[src/rtl/alu_pkg.sv]
// Shared types for the multi-cycle ALU: operation codes, FSM states, control width.
package alu_pkg;

    localparam int ALU_CTRL_WIDTH = 3;

    typedef enum logic [ALU_CTRL_WIDTH-1:0] {
        ALU_ADD  = 3'b000,
        ALU_SUB  = 3'b001,
        ALU_AND  = 3'b010,
        ALU_OR   = 3'b011,
        ALU_XOR  = 3'b100,
        ALU_SLT  = 3'b101,
        ALU_SLTU = 3'b110,
        ALU_MUL  = 3'b111
    } alu_op_t;

    typedef enum logic [1:0] {
        IDLE,
        MUL,
        DONE
    } state_t;

endpackage

[src/rtl/alu_mul_iter.sv]
// Shift-add multiplier datapath: one partial product per step, fixed DATA_WIDTH steps.
module alu_mul_iter
    import alu_pkg::*;
#(
    parameter int DATA_WIDTH = 32
) (
    input  logic                  clk,
    input  logic                  rst,
    input  logic                  load,
    input  logic                  step,
    input  logic [DATA_WIDTH-1:0] a,
    input  logic [DATA_WIDTH-1:0] b,
    output logic [DATA_WIDTH-1:0] acc_next,
    output logic                  last
);

    localparam int CNT_W = $clog2(DATA_WIDTH + 1);

    logic [DATA_WIDTH-1:0] mcand;
    logic [DATA_WIDTH-1:0] mplier;
    logic [DATA_WIDTH-1:0] acc;
    logic [CNT_W-1:0]      cnt;

    // acc_next is the accumulator after the current step; the top latches it on the last step
    always_comb begin
        acc_next = acc + (mplier[0] ? mcand : '0);
    end

    assign last = (cnt == CNT_W'(DATA_WIDTH - 1));

    always_ff @(posedge clk) begin
        if (rst) begin
            mcand  <= '0;
            mplier <= '0;
            acc    <= '0;
            cnt    <= '0;
        end else if (load) begin
            mcand  <= a;
            mplier <= b;
            acc    <= '0;
            cnt    <= '0;
        end else if (step) begin
            acc    <= acc_next;
            mcand  <= mcand << 1;
            mplier <= mplier >> 1;
            cnt    <= cnt + 1'b1;
        end
    end

endmodule

[src/rtl/alu_mc.sv]
// Multi-cycle ALU with valid/ready handshakes; single-cycle ops finish in one cycle, MUL iterates.
module alu_mc
    import alu_pkg::*;
#(
    parameter int DATA_WIDTH = 32
) (
    input  logic                      clk,
    input  logic                      rst,
    input  logic                      in_valid,
    output logic                      in_ready,
    input  logic [ALU_CTRL_WIDTH-1:0] ALUctrl,
    input  logic [DATA_WIDTH-1:0]     ALUop1,
    input  logic [DATA_WIDTH-1:0]     ALUop2,
    output logic                      out_valid,
    input  logic                      out_ready,
    output logic [DATA_WIDTH-1:0]     ALUout,
    output logic                      EQ,
    output logic                      busy
);

    state_t                state;
    state_t                state_next;
    alu_op_t               op;
    logic [DATA_WIDTH-1:0] single_res;
    logic [DATA_WIDTH-1:0] mul_acc_next;
    logic                  mul_last;
    logic                  accept;
    logic                  mul_load;
    logic                  mul_step;

    assign op        = alu_op_t'(ALUctrl);
    assign in_ready  = (state == IDLE);
    assign out_valid = (state == DONE);
    assign busy      = (state == MUL);
    assign accept    = in_ready && in_valid;
    assign mul_load  = accept && (op == ALU_MUL);
    assign mul_step  = (state == MUL);

    always_comb begin
        single_res = '0;
        case (op)
            ALU_ADD:  single_res = ALUop1 + ALUop2;
            ALU_SUB:  single_res = ALUop1 - ALUop2;
            ALU_AND:  single_res = ALUop1 & ALUop2;
            ALU_OR:   single_res = ALUop1 | ALUop2;
            ALU_XOR:  single_res = ALUop1 ^ ALUop2;
            ALU_SLT:  single_res = {{(DATA_WIDTH-1){1'b0}}, $signed(ALUop1) < $signed(ALUop2)};
            ALU_SLTU: single_res = {{(DATA_WIDTH-1){1'b0}}, ALUop1 < ALUop2};
            default:  single_res = '0;
        endcase
    end

    always_comb begin
        state_next = state;
        case (state)
            IDLE: if (in_valid)  state_next = (op == ALU_MUL) ? MUL : DONE;
            MUL:  if (mul_last)  state_next = DONE;
            DONE: if (out_ready) state_next = IDLE;
            default:             state_next = IDLE;
        endcase
    end

    always_ff @(posedge clk) begin
        if (rst) begin
            state  <= IDLE;
            ALUout <= '0;
            EQ     <= 1'b0;
        end else begin
            state <= state_next;
            if (accept) begin
                EQ <= (ALUop1 == ALUop2);
                if (op != ALU_MUL) ALUout <= single_res;
            end
            if (mul_step && mul_last) ALUout <= mul_acc_next;
        end
    end

    alu_mul_iter #(
        .DATA_WIDTH(DATA_WIDTH)
    ) u_mul (
        .clk      (clk),
        .rst      (rst),
        .load     (mul_load),
        .step     (mul_step),
        .a        (ALUop1),
        .b        (ALUop2),
        .acc_next (mul_acc_next),
        .last     (mul_last)
    );

endmodule
[config.mk]
export PLATFORM = sky130hd
export DESIGN_NAME = alu_mc
export DESIGN_NICKNAME = d
export VERILOG_FILES = /design/src/rtl/alu_pkg.sv /design/src/rtl/alu_mul_iter.sv /design/src/rtl/alu_mc.sv
export SDC_FILE = /design/constraint.sdc
export NUM_CORES = 1
export LEC_CHECK = 0
export BUFFER_PORTS_ARGS = -buffer_cell sky130_fd_sc_hd__buf_4
export CAP_MARGIN = 15
export CORE_MARGIN = 1.5
export CORE_UTILIZATION = 40
export CTS_CLUSTER_DIAMETER = 50
export DETAILED_ROUTE_END_ITERATION = 16
export GPL_TIMING_DRIVEN = 0
export PLACE_DENSITY = 0.64
export REMOVE_ABC_BUFFERS = 1
export SYNTH_ARGS = -nofsm -noshare
export SYNTH_HDL_FRONTEND = slang
export SYNTH_HIERARCHICAL = 1
export SYNTH_SLANG_ARGS = --single-unit
[constraint.sdc]
create_clock -name clk -period 6.8 [get_ports clk]
set_input_delay 0 -clock clk [delete_from_list [all_inputs] [get_ports clk]]
set_output_delay 0 -clock clk [all_outputs]
set_load 0.02 [all_outputs]
After elaboration in Yosys (flattened, before gate mapping)
Cells that the tools add are included.
{ "word_totals": {"out_inout_bits": 36, "reg_bits": 137, "input_bits": 71} }
{ "classes": {"n_addsub": 4, "n_bitwise": 3, "reduce_logical": 11, "magnitude_cmp": 2, "mux": 14, "eq_ne": 15} }
{ "op_table": {"columns": ["op", "count"], "rows": [
  ["2-to-1 mux 32 bit", 8],
  ["case mux 32 bit (7 select lines)", 1],
  ["adder 32 bit", 2],
  ["< comparator 32 bit", 2],
  ["AND 32 bit", 1],
  ["equality test 32 bit", 1],
  ["bitwise OR 32 bit", 1],
  ["subtractor 32 bit", 1],
  ["bitwise XOR 32 bit", 1],
  ["equality test 3 bit, second input constant", 4],
  ["2-to-1 mux 2 bit", 4],
  ["adder 6 x 1 -> 6 bit, second input constant", 1],
  ["equality test 3 x 2 -> 1 bit, second input constant", 2],
  ["equality test 6 x 5 -> 1 bit, second input constant", 1],
  ["case mux 2 bit (3 select lines)", 1],
  ["nonzero test 2 bit", 3],
  ["inequality test 2 bit, second input constant", 2],
  ["equality test 3 x 1 -> 1 bit, second input constant", 1],
  ["logical AND 1 bit", 3],
  ["zero test 3 bit", 1],
  ["inequality test 3 bit, second input constant", 1],
  ["AND reduction 3 bit", 1],
  ["equality test 2 x 1 -> 1 bit, second input constant", 1],
  ["equality test 2 bit, second input constant", 1],
  ["4 further kinds", 4]
]} }

Depth between registers and ports, before layout
Gate-level depths: netlist (run 1).
{ "depth": {"depth_word": 5, "ltp_mapped": 17} }

Cells and area by module
The synthesis (run 1) kept the hierarchy.
{ "by_module_without_submodules": {"columns": ["module", "area_per_inst_um2", "cells_each", "seq_area_each_um2", "instances"], "rows": [
  ["alu_mc", 7035.5, 1008, 700.7, 1],
  ["alu_mul_iter", 6123.4, 757, 2042.0, 1]
]} }

Worst setup path after synthesis (run 1)
OpenSTA, ideal clock, no wires.
{ "synth_path": {"path_type": "register to register", "startpoint": "register u_mul.mplier[0]", "endpoint": "register ALUout[28]", "n_path_buf": 1, "setup_ns": 0.120, "t_arrival_ns": 3.300, "setup_slack_ns": 3.381, "t_required_ns": 6.680, "path_stages_with_launch": 15, "path_cell_list": "dfxtp_1 > clkbuf_1 > and2_1 > ha_1 > fa_1 > a21oi_1 > o21ai_0 > a221o_1 > a41o_1 > a221oi_2 > a21oi_1 > xor2_1 > a22oi_1 > o311ai_0 > o31a_1"} }
{ "synth_between": {"elab_chain_cells": 3} }
{ "synth_lines": {"columns": ["element", "line", "text"], "rows": [
  ["start: declaration", "alu_mul_iter.sv:20", "logic [DATA_WIDTH-1:0] mplier;"],
  ["start signal: assignment", "alu_mul_iter.sv:45", "mplier <= mplier >> 1;"],
  ["2-to-1 mux 32 bit", "alu_mul_iter.sv:26", "acc_next = acc + (mplier[0] ? mcand : '0);"],
  ["adder 32 bit", "alu_mul_iter.sv:26", null],
  ["via mul_acc_next[28]", "alu_mc.sv:25", "logic [DATA_WIDTH-1:0] mul_acc_next;"],
  ["2-to-1 mux 32 bit", "alu_mc.sv:74", "if (mul_step && mul_last) ALUout <= mul_acc_next;"],
  ["end signal: assignment", "alu_mc.sv:72", "if (op != ALU_MUL) ALUout <= single_res;"],
  ["end signal: assignment", "alu_mc.sv:74", null],
  ["end: declaration", "alu_mc.sv:16", "output logic [DATA_WIDTH-1:0] ALUout,"]
]} }
The timed path passes the listed nets, and every way through them passes these cells.
A chain may end at the register's enable or synchronous reset.

Worst setup path after layout (run 1)
{ "layout_path": {"startpoint": "register u_mul.mplier[0]", "endpoint": "register ALUout[26]"} }
Same word-level chain as after synthesis.

==> results of run 1 <==
timing repair:
action | in CTS | in global routing
endpoints found under the hold margin | 66 | 0
endpoints found under the setup margin | 0 | 0
hold buffers | 66 | 0
sequential cells by signal (all words and copies together) (netlist names):
register,count
ALUout,32
u_mul/acc,32
u_mul/mcand,32
u_mul/mplier,32
u_mul/cnt,6
state,2
EQ,1
layer usage:
metal  wire length, µm  vias up
met5                 0        -
met4              1420        0
met3              2820       77
met2             19400      436
met1             20100     6355
li1                  -     6450
layout make-up:
type | instances | area [µm²]
clock inverters | 12 | 115
multi-input cells | 1409 | 9490
repair buffers | 181 | 1650
inverters | 103 | 387
flip-flops and latches | 137 | 2740
fillers | 3229 | 17100
clock buffers | 20 | 467
well taps | 442 | 553
synth_stat cells (all sizes together), types with 37 or more instances:
library cell and number:
mux2i 98, nor3 44, and2 40, nand2 108
nand3 37, clkbuf 88, dfxtp 137, inv 102
nor2 262, ha 145, a21oi 194, xnor2 40
o21ai 73
tightest hold or removal path, delay by kind of cell:
kind	cells	cell delay (ps)
buffers and inverters	1	130
AND/OR/NAND/NOR	2	210
AO/OA/AOI/OAI	1	90
stage by stage:
step / setup WS [ps] / power, mW
after detailed placement: 2420 / 1.50
after global placement: -6870 / 1.50
final: 2400 / 2.48
after global routing: 2170 / 2.58
after floorplan: -2800 / 1.26
after CTS: 2380 / 2.47
cells by family (layout without fill, tap and decap cells):
family | Yosys count | count (layout) | synth area share
compound gates | 520 | 520 | 0.261
xor+xnor | 57 | 57 | 0.0379
fa+ha+maj | 148 | 148 | 0.142
buf+inv | 219 | 316 | 0.0717
flops | 137 | 137 | 0.208
mux | 98 | 98 | 0.0745
simple gates | 586 | 586 | 0.203
how the worst min path moves through the flow:
stage	start	endpoint	slack (ps)
6_report	in_valid	EQ$_SDFFE_PP0P_	30
5_1_grt	in_valid	EQ$_SDFFE_PP0P_	40
4_1_cts	in_valid	EQ$_SDFFE_PP0P_	6
3_5_place_dp	ALUop2[20]	u_mul/mplier[20]$_SDFFE_PP0P_	260
3_3_place_gp	ALUop2[29]	u_mul/mplier[29]$_SDFFE_PP0P_	250
2_1_floorplan	rst	ALUout[0]$_SDFFE_PP0P_	70
power groups by stage:
stage,combinational (mW),clock (mW),sequential [mW]
2_1_floorplan,0.391,0,0.869
3_3_place_gp,0.637,0,0.863
3_5_place_dp,0.635,0,0.864
4_1_cts,0.668,0.959,0.845
5_1_grt,0.743,0.994,0.847
6_report,0.686,0.947,0.846
==> summary.txt, run 1 <==
Via/cell ratio: 5.78
Max-Slew Margin vs Limit: 0.195
Post-synth top area share: 0.208
Placed cells: 2205
Status: complete, no violations
Worst-case clock skew: 8.13 ps
Worst Setup End Kind: register
Crit Path Category: register to register
Post-synth ARST share: 0
Ports: 107
Non-Filler Instances: 2304
Yosys top cell by area: dfxtp_1
R2r startpoint: u_mul/mplier[0]$_SDFFE_PP0P_
Vias in the first global route: 12437
Met1 global-route usage: 0.353
Crit path arrival time: 4740 ps
Synth cell types: 89
Crit-path max cell delay: 630 ps
GRT overflow: 0
Max VDD drop: 0.120 mV
Switching portion of total power: 0.346
Worst EP required: 7130 ps
Root Buffer: clkbuf_16
CTS tree: done
Die area: 34000 µm²
Setup Buffers After CTS: 0
#FFs+latches synth: 137
Yosys warnings: 6
Syn avg cell area: 7.46 µm²
Fmax: 0.227 GHz
Maximum clock path buffer count: 2
Post-synthesis sequential area ratio: 0.208
Routed WL: 43700 µm
R2R cell count: 14
Final instance area: 15400 µm²
EDFF count, synth: 0
Setup-failing EPs final: 0
Area post-placement: 14100 µm²
Die Y: 184 µm
Reg2reg end: ALUout[26]$_SDFFE_PP0P_
Layout Area Growth over Synthesis: 17.0%
Met3 Usage GRT: 0.0371
Hold-critical path depth: 4
IO buf count: 106
Sink Count: 137
Max Cap Viol: 0
RSZ-0062 raised after global routing: no
Largest net degree at the start of global routing: 108
Commonest non-fill, non-tap cell in the layout: nor2_1
Post-layout util: 0.475
Worst skew pair latency: 440 ps
DRC viols: 0
Most frequent cells in the layout: nor2_1 (259), a21oi_1 (193), ha_1 (145)
Slowest CP cell: dfxtp_1
Dpl hpwl: 32400 µm
Hold Crit Class: input port to register
Stages on the worst setup path: 14
Clk network pwr share: 0.382
Main synth FF type: dfxtp_1
Startpoint Class: register
Vias: 13318
Post-synthesis instance area: 13200 µm²
Critical-path cell list: and2_1, ha_1, fa_1, a21oi_1, o21ai_0, a221o_1, a41o_1, a221oi_2, and2b_1, xnor2_1, nand2_1, a31oi_1, inv_1, o41ai_1
H-tree Lvls: 4
Wire per inst: 19.0 µm
Flop pwr share: 0.341
Fin crit period: 4400 ps
Initial antenna violation count: 0
Worst setup path endpoint: ALUout[26]$_SDFFE_PP0P_
FF-to-FF setup slack: 2400 ps
Post_cts resized: 0
DRC violation total after the first TritonRoute iteration: 1393
Detailed Routing Iterations Pass 1: 5
Sum of negative setup slack: 0 ps
Die width: 184 µm
GPL Wtd Cong: 0.927
Fin. max-slew vios: 0
Comb pwr share: 0.277
Area contributors post-synth: dfxtp_1 (21%), ha_1 (14%), mux2i_1 (7.5%), nor2_1 (7.4%), a21oi_1 (7.3%)
Fin nets: 2068
Leakage: 6.62 nW
CORE AREA: 32500 µm²
CTS buffer count: 17
P_sw: 0.857 mW
Mapped Cells: 1765
Crit path from: u_mul/mplier[0]$_SDFFE_PP0P_
Post-route ant nets: 0
Busiest grt layer: met2
P_int: 1.62 mW
CP max FO: 34
Slew @ Worst Pin: 1210 ps
Layout cells sized above 1: 0.0945
Clock transition at path regs: 70 ps
Rows: 66
M2 GR Usage: 0.399
Delay-heaviest family, CP: compound AO/OA/AOI/OAI gates
Fin crit share: 0.648
# diodes: 0
Starting density of the core: 0.405
Hold WS: 28.1 ps
Tot GR Track Use: 0.257
WP buf/inv: 1
First-pass GRT wire length: 68300 µm
Final hold violations: 0
Cell area power density: 161 nW/µm²
Power figures use the tool's default switching activity.
==> run 2: changes to the inputs <==
- clock period: 6.8 -> 4.2 ns (I/O delays scaled with it)
==> summary.txt, run 2 (same netlist as run 1, synthesis figures left out) <==
Layout cells sized above 1: 0.0951 (+0.000537)
Vias in the first global route: 12437 (unchanged)
Critical-path cell list: and2_1, ha_1, fa_1, a21oi_1, o21ai_0, a221o_1, a41o_1, a221oi_4, and2b_1, xnor2_1, nand2_1, a31oi_1, inv_1, o41ai_1
DRC viols: 0 (unchanged)
Largest net degree at the start of global routing: 108 (unchanged)
Cell area power density: 261 nW/µm² (+62%)
Max VDD drop: 0.195 mV (+62%)
CTS buffer count: 17 (unchanged)
H-tree Lvls: 4 (unchanged)
Hold Crit Class: input port to register
Fin nets: 2068 (unchanged)
Startpoint Class: register
# diodes: 0 (unchanged)
Die area: 34000 µm² (unchanged)
Comb pwr share: 0.276 (about the same)
Initial antenna violation count: 0 (unchanged)
Fin. max-slew vios: 0 (unchanged)
Max Cap Viol: 0 (unchanged)
CORE AREA: 32500 µm² (unchanged)
Ports: 107 (unchanged)
CTS tree: done
GRT overflow: 0 (unchanged)
Setup Buffers After CTS: 0 (unchanged)
Max-Slew Margin vs Limit: 0.197 (+0.00214)
Tot Pwr: 4.02 mW (+62%)
Die width: 184 µm (unchanged)
Fmax: 0.248 GHz (+9.2%)
Die Y: 184 µm (unchanged)
Vias: 13261 (-0.43%)
Fin crit period: 4030 ps (-371 ps)
Sink Count: 137 (unchanged)
DRC violation total after the first TritonRoute iteration: 1326 (-4.8%)
Status: complete, no violations
IO buf count: 106 (unchanged)
Fin crit share: 0.961 (+0.313)
Slowest CP cell: fa_1
Routed WL: 43600 µm (-0.11%)
Worst skew pair latency: 450 ps (about the same)
Clock transition at path regs: 70 ps (about the same)
Crit Path Category: register to register
Pre-CTS setup slack: -179 ps (-2600 ps)
Crit-path max cell delay: 450 ps (-180 ps)
Maximum clock path buffer count: 2 (unchanged)
Setup-failing EPs final: 0 (unchanged)
Final hold violations: 0 (unchanged)
P_int: 2.62 mW (+62%)
Rows: 66 (unchanged)
Detailed Routing Iterations Pass 1: 5 (unchanged)
Most frequent cells in the layout: nor2_1 (259), a21oi_1 (193), ha_1 (145)
Setup slack after layout: 166 ps (-2230 ps)
Tot GR Track Use: 0.257 (unchanged)
Via/cell ratio: 5.76 (-0.43%)
RSZ-0062 raised after global routing: no
Worst EP required: 4540 ps (-2590 ps)
Switching portion of total power: 0.346 (+0.000645)
Slew @ Worst Pin: 1200 ps (-3.21 ps)
Commonest non-fill, non-tap cell in the layout: nor2_1
Dpl hpwl: 32400 µm (unchanged)
First-pass GRT wire length: 68300 µm (unchanged)
Worst Setup End Kind: register
CP max FO: 34 (unchanged)
Wire per inst: 18.9 µm (-0.11%)
Root Buffer: clkbuf_16
Starting density of the core: 0.405 (unchanged)
GPL Wtd Cong: 0.927 (unchanged)
Crit path arrival time: 4370 ps (-370 ps)
Layout Area Growth over Synthesis: 17.2% (about the same)
Clk network pwr share: 0.383 (about the same)
Flop pwr share: 0.341 (about the same)
Worst-case clock skew: 12.6 ps (+4.49 ps)
Leakage: 6.62 nW (about the same)
Post-route ant nets: 0 (unchanged)
P_sw: 1.39 mW (+62%)
Number of fill cells: 3225 (-0.12%)
[run 2: layout make-up]
type                    count  area [µm²]  area share
clock buffers              20         467      0.0303
well taps                 442         553      0.0359
repair buffers            181        1650       0.107
flip-flops and latches    137        2750       0.178
clock inverters            12         115     0.00747
multi-input cells        1409        9500       0.616
inverters                 103         387      0.0251
[run 2: worst paths after layout]
path	start	to	slack [ps]	cells after the start
setup / recovery	u_mul/mplier[0]$_SDFFE_PP0P_	ALUout[26]$_SDFFE_PP0P_	170	14
hold / removal	in_valid	EQ$_SDFFE_PP0P_	20	4
setup reg to reg	u_mul/mplier[0]$_SDFFE_PP0P_	ALUout[26]$_SDFFE_PP0P_	170	14
hold reg to reg	u_mul/acc[31]$_SDFFE_PP0P_	u_mul/acc[31]$_SDFFE_PP0P_	490	2
[run 2: critical path, delay by kind of cell, from the launching register on]
| family | cells | cell delay [ps] |
|---|---|---|
| simple gates | 3 | 540 |
| compound gates | 7 | 2020 |
| buf+inv | 1 | 90 |
| xor+xnor | 1 | 180 |
| fa+ha+maj | 2 | 670 |
| flops | 1 | 440 |
[run 2: per-layer routing]
layer / wire (µm) / vias to the layer above / GRT usage / part of all wire
li1: - / 6444 / - / -
met1: 20200 / 6299 / 0.353 / 0.46
met2: 19300 / 441 / 0.399 / 0.44
met3: 2690 / 77 / 0.0371 / 0.062
met4: 1430 / 0 / 0.105 / 0.033
met5: 0 / - / 0 / 0
[run 2: power by group through the flow]
stage | Sequential [mW] | Combinational [mW] | Clock [mW]
floorplan | 1.41 | 0.634 | 0
global placement | 1.40 | 1.03 | 0
detailed placement | 1.40 | 1.03 | 0
CTS | 1.37 | 1.08 | 1.55
global route | 1.37 | 1.20 | 1.61
finish | 1.37 | 1.11 | 1.54
[run 2: what timing repair did]
action	4_1_cts	5_1_grt
hold buffers	66	0
endpoints found under the setup margin	3	3
gates resized for setup	1	2
hold endpoints to repair	66	0
[run 2: metrics by stage]
stage                     cell area (µm²)  setup TNS (ps)  utilization  hold slack (ps)  std cells
final                               15400               0        0.475             24.0       2304
after global routing                15400               0        0.475             37.7       2304
after CTS                           15400               0        0.474             6.04       2303
after detailed placement            14100            -346        0.435              260       2205
after global placement              14000         -893760        0.430              250       2197
after floorplan                     12600         -522600            -             69.1       1649
